$ cat config.mk
export PLATFORM = sky130hd
export DESIGN_NAME = conv_out_collector
export DESIGN_NICKNAME = d
export VERILOG_FILES = /design/src/rtl/conv_out_pkg.sv /design/src/rtl/conv_out_fifo.sv /design/src/rtl/conv_out_collector.sv
export SDC_FILE = /design/constraint.sdc
export NUM_CORES = 1
export LEC_CHECK = 0
export CORE_ASPECT_RATIO = 1.25
export CORE_MARGIN = 3
export CORE_UTILIZATION = 45
export CTS_CLUSTER_DIAMETER = 60
export DETAILED_ROUTE_END_ITERATION = 8
export PLACE_DENSITY = 0.61
export SETUP_SLACK_MARGIN = 0.2
export SLEW_MARGIN = 20
export SYNTH_ARGS = -nofsm -noshare
export SYNTH_HDL_FRONTEND = slang
export SYNTH_SLANG_ARGS = --single-unit
$ cat constraint.sdc
create_clock -name clk_50M -period 4.6 [get_ports clk_50M]
set_input_delay 0.46 -clock clk_50M [delete_from_list [all_inputs] [get_ports clk_50M]]
set_output_delay 0.46 -clock clk_50M [all_outputs]
set_load 0.005 [all_outputs]
$ cat src/rtl/conv_out_pkg.sv
// Shared types and pixel helpers for the convolution output collector.
// Pure declarations: no latency or backpressure of its own.
package conv_out_pkg;

  typedef enum logic [1:0] {
    IDLE,
    ACK,
    STALL,
    WAITLOW
  } state_t;

  localparam int BORDER_DEFAULT = 2;
  localparam int ROW_W          = 10;

  typedef struct packed {
    logic        sof;
    logic        eol;
    logic [15:0] dat;
  } fifo_entry_t;

  function automatic logic [15:0] pack_rgb565(input logic [7:0] r,
                                              input logic [7:0] g,
                                              input logic [7:0] b);
    return {r[7:3], g[7:2], b[7:3]};
  endfunction

  // BT.601-style weights summing to 256, so the 17-bit sum never exceeds 0xFF00.
  function automatic logic [7:0] luma8(input logic [7:0] r,
                                       input logic [7:0] g,
                                       input logic [7:0] b);
    logic [16:0] acc;
    acc = 17'd77 * {9'd0, r} + 17'd150 * {9'd0, g} + 17'd29 * {9'd0, b};
    return 8'(acc >> 8);
  endfunction

endpackage

$ cat src/rtl/conv_out_fifo.sv
// Generic synchronous FIFO with occupancy; write visible at the head one cycle later.
// Writes on full and reads on empty are ignored; head reads as zero while empty.
module conv_out_fifo #(
  parameter int DEPTH = 16,
  parameter int DW    = 18
) (
  input  logic                    clk_50M,
  input  logic                    rst,
  input  logic                    wr_en,
  input  logic [DW-1:0]           wr_data,
  input  logic                    rd_en,
  output logic [DW-1:0]           rd_data,
  output logic                    full,
  output logic                    empty,
  output logic [$clog2(DEPTH):0]  level
);

  localparam int AW = $clog2(DEPTH);

  logic [DW-1:0] mem [DEPTH];
  logic [AW-1:0] wr_ptr;
  logic [AW-1:0] rd_ptr;
  logic [AW:0]   cnt;
  logic          do_wr;
  logic          do_rd;

  assign full  = (cnt == (AW+1)'(DEPTH));
  assign empty = (cnt == '0);
  assign level = cnt;
  assign do_wr = wr_en && !full;
  assign do_rd = rd_en && !empty;

  always_ff @(posedge clk_50M or negedge rst) begin
    if (!rst) begin
      wr_ptr <= '0;
      rd_ptr <= '0;
      cnt    <= '0;
    end else begin
      if (do_wr) wr_ptr <= wr_ptr + AW'(1);
      if (do_rd) rd_ptr <= rd_ptr + AW'(1);
      case ({do_wr, do_rd})
        2'b10:   cnt <= cnt + (AW+1)'(1);
        2'b01:   cnt <= cnt - (AW+1)'(1);
        default: cnt <= cnt;
      endcase
    end
  end

  always_ff @(posedge clk_50M) begin
    if (do_wr) mem[wr_ptr] <= wr_data;
  end

  assign rd_data = empty ? '0 : mem[rd_ptr];

endmodule

$ cat src/rtl/conv_out_collector.sv
// Takes convolved pixels over Load/Load_Comp, drops the warm-up border, packs RGB565 (or Y,Y under GRAYSCALE_OUT_EN) into a FIFO.
// Load_Comp one cycle after Load when space exists; a full FIFO parks the pixel in STALL and withholds Load_Comp.
module conv_out_collector
  import conv_out_pkg::*;
#(
  parameter int WIDTH  = 320,
  parameter int BORDER = BORDER_DEFAULT,
  parameter int DEPTH  = 16
) (
  input  logic                    clk_50M,
  input  logic                    rst,
  input  logic                    Load,
  input  logic [7:0]              red_pixel,
  input  logic [7:0]              green_pixel,
  input  logic [7:0]              blue_pixel,
  input  logic                    HS,
  input  logic                    frame_start,
  output logic                    Load_Comp,
  output logic                    out_valid,
  input  logic                    out_ready,
  output logic [15:0]             out_data,
  output logic                    out_sof,
  output logic                    out_eol,
  output logic [$clog2(DEPTH):0]  fifo_level,
  output logic                    stalled
);

  localparam int COL_W = $clog2(WIDTH + 1);
  localparam logic [COL_W-1:0] COL_BORDER = COL_W'(BORDER);
  localparam logic [COL_W-1:0] COL_LAST   = COL_W'(WIDTH - 1);
  localparam logic [COL_W-1:0] COL_LIMIT  = COL_W'(WIDTH);
  localparam logic [ROW_W-1:0] ROW_BORDER = ROW_W'(BORDER);
  localparam logic [ROW_W-1:0] ROW_MAX    = '1;

  state_t           state;
  logic [COL_W-1:0] col;
  logic [ROW_W-1:0] row;
  logic             sof_pend;
  logic             hs_q;
  logic             hs_fall;
  logic             keep;
  logic             push;
  logic             full;
  logic             empty;
  fifo_entry_t      wr_ent;
  fifo_entry_t      rd_ent;

  assign hs_fall = hs_q && !HS;
  assign keep    = (col >= COL_BORDER) && (row >= ROW_BORDER) && (col < COL_LIMIT);
  // A parked STALL pixel was already judged kept on entry; only space matters now.
  assign push    = !full && ((state == IDLE && Load && keep) || state == STALL);

  always_comb begin
    wr_ent.sof = sof_pend;
    wr_ent.eol = (col == COL_LAST);
`ifdef GRAYSCALE_OUT_EN
    wr_ent.dat = {2{luma8(red_pixel, green_pixel, blue_pixel)}};
`else
    wr_ent.dat = pack_rgb565(red_pixel, green_pixel, blue_pixel);
`endif
  end

  always_ff @(posedge clk_50M or negedge rst) begin
    if (!rst) begin
      state     <= IDLE;
      Load_Comp <= 1'b0;
      stalled   <= 1'b0;
    end else begin
      case (state)
        IDLE: begin
          if (Load) begin
            if (keep && full) begin
              state   <= STALL;
              stalled <= 1'b1;
            end else begin
              state     <= ACK;
              Load_Comp <= 1'b1;
            end
          end
        end
        STALL: begin
          if (!full) begin
            state     <= ACK;
            Load_Comp <= 1'b1;
            stalled   <= 1'b0;
          end
        end
        ACK: begin
          state     <= WAITLOW;
          Load_Comp <= 1'b0;
        end
        WAITLOW: begin
          if (!Load) state <= IDLE;
        end
        default: begin
          state     <= IDLE;
          Load_Comp <= 1'b0;
          stalled   <= 1'b0;
        end
      endcase
    end
  end

  // Frame start beats HS fall, and both beat the ACK column increment.
  always_ff @(posedge clk_50M or negedge rst) begin
    if (!rst) begin
      col      <= '0;
      row      <= '0;
      sof_pend <= 1'b1;
      hs_q     <= 1'b0;
    end else begin
      hs_q <= HS;
      if (push) sof_pend <= 1'b0;
      if (frame_start) begin
        col      <= '0;
        row      <= '0;
        sof_pend <= 1'b1;
      end else if (hs_fall) begin
        col <= '0;
        if (row != ROW_MAX) row <= row + ROW_W'(1);
      end else if (state == ACK && col != COL_LIMIT) begin
        col <= col + COL_W'(1);
      end
    end
  end

  conv_out_fifo #(
    .DEPTH (DEPTH),
    .DW    ($bits(fifo_entry_t))
  ) u_fifo (
    .clk_50M (clk_50M),
    .rst     (rst),
    .wr_en   (push),
    .wr_data (wr_ent),
    .rd_en   (out_ready),
    .rd_data (rd_ent),
    .full    (full),
    .empty   (empty),
    .level   (fifo_level)
  );

  assign out_valid = !empty;
  assign out_data  = rd_ent.dat;
  assign out_sof   = rd_ent.sof;
  assign out_eol   = rd_ent.eol;

endmodule

Yosys cells after proc, flatten, opt, wreduce, memory -nomap -nowiden

Memories as Yosys holds them, arrays and structs flattened.
Cells that the tools add are included.
Widths: inputs -> output; s select.

Flip-flop bits (word level): 38
RAM bits: 288
Output and inout bits: 26
Word-level logic and storage cells: 86
Memories: 1

$add $sub $neg: 6
$lt $le $gt $ge: 3
Equality and inequality tests: 14
Muxes and demuxes: 25
Reduce and logical (&&, ||, !) cells: 27

Memory list:

| name       | depth | bits a word | read ports | clocked after memory_dff | write ports | RTL line            | text |
|---|---|---|---|---|---|---|---|
| u_fifo.mem | 16    | 18          | 1          | 0                        | 1           | conv_out_fifo.sv:20 | `logic [DW-1:0] mem [DEPTH];` |

Operator list:

| kind                  | number |
|---|---|
| $mux 10               | 3 |
| $mux 9                | 3 |
| $mux 18               | 1 |
| $add 10x1->10 const B | 1 |
| $ge 10x2->1 const B   | 1 |
| $logic_and 1x1->1     | 10 |
| $mux 1                | 10 |
| $ne 10x10->1 const B  | 1 |
| $pmux 5 s2            | 1 |
| $reduce_bool 2->1     | 5 |
| $add 9x1->9 const B   | 1 |
| $eq 9x9->1 const B    | 1 |
| $ge 9x2->1 const B    | 1 |
| $lt 9x9->1 const B    | 1 |
| $ne 9x9->1 const B    | 1 |
| $add 4x1->4 const B   | 2 |
| $mux 2                | 4 |
| $ne 2x2->1 const B    | 4 |
| $pmux 2 s4            | 1 |
| $reduce_and 4->1      | 2 |
| $eq 2x2->1 const B    | 3 |
| $reduce_bool 3->1     | 2 |
| $add 5x1->5 const B   | 1 |
| $eq 5x5->1 const B    | 1 |
| 11 further kinds      | 14 |

Logic depth before layout (Yosys ltp)

Word-level depth: 9
Mapped depth: 13
Mapped depth without buffers: 12

By module

A second synthesis with hierarchy kept.

Cell total of the unflattened synthesis: 720
Area, all modules: 13,470.4 um^2

By module, submodules not included:

| module             | times used | cells an instance | area an instance (um^2) |
|---|---|---|---|
| conv_out_fifo      | 1          | 563               | 11,999.0 |
| conv_out_collector | 1          | 157               | 1,471.4 |

Worst setup path before layout

Ideal clock, no wire load.

Path kind: register to register
Start point: reg state[0]
End point: mem u_fifo.mem[7][0], enable pin
Arrival time: 3.138 ns
Required time: 4.154 ns
Path slack: 1.016 ns
Cell stages (with the launch flop): 7
Buffers on the path: 0
Cell sequence: dfrtp_1 inv_1 ha_1 nand2_1 a21oi_1 a32oi_4 nor4b_1

Longest elaborated chain between the ends: 8
Elaborated cells on any way between the ends: 9
Classes of those cells: eq/ne (1); mux (2); reduce/logical (6)

Ends and longest elaborated chain:

| item                             | RTL line                 | text |
|---|---|---|
| from (decl)                      | conv_out_collector.sv:35 | `state_t state;` |
| from (signal assigned)           | conv_out_collector.sv:65 | `state <= IDLE;` |
| from (signal assigned)           | conv_out_collector.sv:73 | `state <= STALL;` |
| from (signal assigned)           | conv_out_collector.sv:76 | `state <= ACK;` |
| $logic_not 2->1                  | conv_out_collector.sv:51 | `assign push = !full && ((state == IDLE && Load && keep) \|\| state == STALL);` |
| $logic_and 1x1->1 (2 in a row)   | conv_out_collector.sv:51 |  |
| $logic_or 1x1->1 (*)             | conv_out_collector.sv:51 |  |
| $logic_and 1x1->1 (*)            | conv_out_collector.sv:51 |  |
| $logic_and 1x1->1 (*)            | conv_out_fifo.sv:30      | `assign do_wr = wr_en && !full;` |
| $mux 1 (*)                       | conv_out_fifo.sv:50      | `if (do_wr) mem[wr_ptr] <= wr_data;` |
| $mux 1 (not written as such) (*) | conv_out_fifo.sv:50      |  |
| to (decl)                        | conv_out_fifo.sv:20      |  |

Mark *: on every way between the ends. The rest lies on a longest branch, timed or not.

Final worst setup path

Start point: reg u_fifo.cnt[0], in the netlist u_fifo.level[0]
End point: out out_data[9]

Longest elaborated chain between the ends: 2

Ends and longest elaborated chain:

| item                   | RTL line                 | text |
|---|---|---|
| from (decl)            | conv_out_fifo.sv:23      | `logic [AW:0] cnt;` |
| from (signal assigned) | conv_out_fifo.sv:42      | `2'b10: cnt <= cnt + (AW+1)'(1);` |
| from (signal assigned) | conv_out_fifo.sv:43      | `2'b01: cnt <= cnt - (AW+1)'(1);` |
| from (signal assigned) | conv_out_fifo.sv:44      | `default: cnt <= cnt;` |
| $logic_not 5->1        | conv_out_fifo.sv:28      | `assign empty = (cnt == '0);` |
| $mux 18                | conv_out_fifo.sv:53      | `assign rd_data = empty ? '0 : mem[rd_ptr];` |
| to (decl)              | conv_out_collector.sv:21 | `output logic [15:0] out_data,` |

No other way between the ends.

==> results_dict.tcl <==
set metrics [dict create \
    status "finished, final reports clean" \
    wirelength_um 27200 \
    final_core_util 0.531 \
    r2r_end "u_fifo.level[4]" \
    clockBufferDepth 3 \
    die_h_um 197 \
    grt_pass1_vias 7193 \
    yosysUniqueCellTypes 52 \
    fmax_mhz 262 \
    dieArea_mm2 0.0314 \
    peakVddDrop_uv 335 \
    met3_usage 0.0327 \
    reg2reg_slack_ps 1020 \
    num_vias 6663 \
    cts_buffers 31 \
    first_pass_iters 4 \
    synth_fp_nets 725 \
    holdBufCountCts 0 \
    path_buf_inv 2 \
    io_pins 56 \
    cts-root-buf "clkbuf_16" \
    grt_max_degree 55 \
    overflow 0 \
    yosys_most_used_dff "edfxtp_1" \
    grtUsageMet2 0.303 \
    synthArstFlopShare 0.117 \
    cp-start-kind "flop" \
    crit_type "reg -> out" \
    cts_sinks 326 \
    crit_slowest_cell "nand2_1" \
    p_per_area_mw_per_mm2 570 \
    wl_per_cell_um 23.5 \
    fin_skew_ps 7.75 \
    die_w_um 159 \
    ys_ff_latch 326 \
    rr_startpoint "col[0]" \
    yosysMostFrequentCell "edfxtp_1" \
    synth_commonest_cells "288 x edfxtp_1, 72 x mux4_2, 37 x dfrtp_1, 36 x mux2i_1, 24 x nor2_1" \
    ant_nets 0 \
    final_layout_size_suffix_gt1_frac 0.206 \
    reg2reg_depth 12 \
    num_rows 69 \
    synth_area_mm2 0.0132 \
    critical_path_required_ps 4140 \
    gp_congestion 0.762 \
    first_iter_violations 540 \
    grt_usage 0.176 \
    finalCriticalPeriod_ps 3820 \
    htreeDepth 1 \
    period_share 0.830 \
    yosys-top-cells-area "edfxtp_1 66%, mux4_2 12%, dfrtp_1 7.0%" \
    setup_viol 0 \
    synth_edf_count 288 \
    drc 0 \
    end_kind "output pin" \
    finalHoldViolations 0 \
    grt_pass1_wl_um 42500 \
    vias_per_cell 5.75 \
    postCtsResizedCells 0 \
    met1_usage 0.236 \
    antenna_found_initial 0 \
    total_power_uw 8680 \
    report.final.slew_viol_count 0 \
    rsz0062_at_grt "false" \
    synth-seq-area-share 0.729 \
    cp_cell_sequence "nor4_1 -> nand2b_1 -> nand2_1 -> buf_4 -> o22ai_1 -> clkdlybuf4s50_1" \
    crit_family "simple AND/OR/NAND/NOR gates" \
    yosysTopAreaCell "edfxtp_1" \
    area_growth_pct 15.6 \
    hpwl_um 15500 \
    hp-class "in -> async" \
    post-place-ws_ps 1020 \
    fin_tns_setup_ps 0 \
    p_leak_uw 0.00505 \
    hold-worst-slack_ps 32.2 \
    path_clk_slew_ps 60 \
    layout.nets 797 \
    synth_warnings 0 \
    syn-instance-count 675 \
    fin_ws_ps 784 \
    coreArea_mm2 0.0287 \
    cp.arrival_ps 3360 \
    path_max_fanout 12 \
    max_cap_viol_count 0 \
    initial_core_util 0.459 \
    worst_pin_slew_ps 873 \
    post-cts-setup-buffer-count 0 \
    insertion_delay_ps 540 \
    cts_tree "built" \
    diodes 0 \
    max_stage_delay_ps 620 \
    portBuffers 47 \
    synth.avg_cell_area_um2 19.5 \
    relSlewSlack 0.418 \
    top_usage_layer "met2" \
    netlist.area_leader.share 0.657 \
]
-- per-layer routing --
layer / routed length [um] / part of all wire / vias up
li1: - / - / 2895
met1: 11200 / 0.41 / 3534
met2: 13900 / 0.51 / 194
met3: 1620 / 0.060 / 40
met4: 492 / 0.018 / 0
met5: 0 / 0 / -
-- worst max-delay path by stage --
stage                    start          endpoint  depth (start not counted)
5_1_grt        u_fifo.level[0]       out_data[9]                          6
6_report       u_fifo.level[0]       out_data[9]                          6
4_1_cts        u_fifo.level[0]       out_data[9]                          6
3_3_place_gp            col[0]   u_fifo.level[4]                         12
2_1_floorplan         state[0]  u_fifo.mem[7][0]                          6
3_5_place_dp            col[0]   u_fifo.level[4]                         12
-- worst reg2reg max path, cell delays in order, from the launching register on --
cell and delay [ps]:
dfrtp_1 410, inv_1 60, ha_1 190, or4_1 430, o31a_1 300, a32oi_4 630, ha_1 410, ha_1 310
a21o_1 190, a21oi_1 180, xor2_1 150, nor2_1 60, xor2_1 140
-- stage by stage --
step	std cells	area, um2
3_5_place_dp	1104	14200
4_1_cts	1158	15200
5_1_grt	1158	15200
3_3_place_gp	1104	14200
6_report	1158	15200
2_1_floorplan	675	13200
-- kinds of logic (layout without fill, tap and decap cells) --
| kind of cell | Yosys count | in the layout | share of synthesized area |
|---|---|---|---|
| mux | 113 | 113 | 0.155 |
| simple gates | 95 | 95 | 0.0381 |
| compound gates | 57 | 57 | 0.0306 |
| xor+xnor | 22 | 22 | 0.0146 |
| flops | 326 | 326 | 0.729 |
| fa+ha+maj | 20 | 20 | 0.0196 |
| buf+inv | 42 | 135 | 0.0131 |
-- flip-flops by register name, indices dropped and copies added, names as in the netlist --
register       cells
Load_Comp          1
col                9
hs_q               1
row               10
sof_pend           1
stalled            1
state              2
u_fifo.level       5
u_fifo.mem       288
u_fifo.rd_ptr      4
u_fifo.wr_ptr      4
-- layout by cell type (no fill, tap or decap), types with 3 or more instances in the layout --
master,count
and3_1,3
and2_1,10
nand2_1,15
inv_1,9
buf_4,23
xnor2_1,6
clkdlybuf4s50_1,46
bufinv_16,4
mux2i_1,36
o22ai_1,18
clkinv_2,3
clkbuf_1,5
nor2_2,4
clkbuf_16,31
o21ai_0,9
mux2_2,4
ha_1,19
a21oi_1,9
clkinv_1,11
dfrtp_1,34
mux4_2,72
a21o_1,3
nand4_1,8
nor2_1,20
nor4_1,3
nor2b_1,3
nand3_1,10
nor3_2,3
o31ai_1,4
xor2_1,16
edfxtp_1,288
-- area by class of cell --
| cell class | instances | area (um2) |
|---|---|---|
| Multi-Input combinational cell | 307 | 3450 |
| Fill cell | 2269 | 13400 |
| Tap cell | 390 | 488 |
| Timing Repair Buffer | 72 | 678 |
| Clock buffer | 36 | 795 |
| Clock inverter | 18 | 176 |
| Inverter | 9 | 33.8 |
| Sequential cell | 326 | 9610 |
-- power by group --
group          switching (uW)  total (uW)  leakage [uW]  internal, uW
combinational            1140        2510       0.00153          1370
sequential                292        3710       0.00305          3420
clock                    1010        2460      0.000473          1440
total                    2450        8680       0.00505          6230
(Power assumes the default switching activity.)
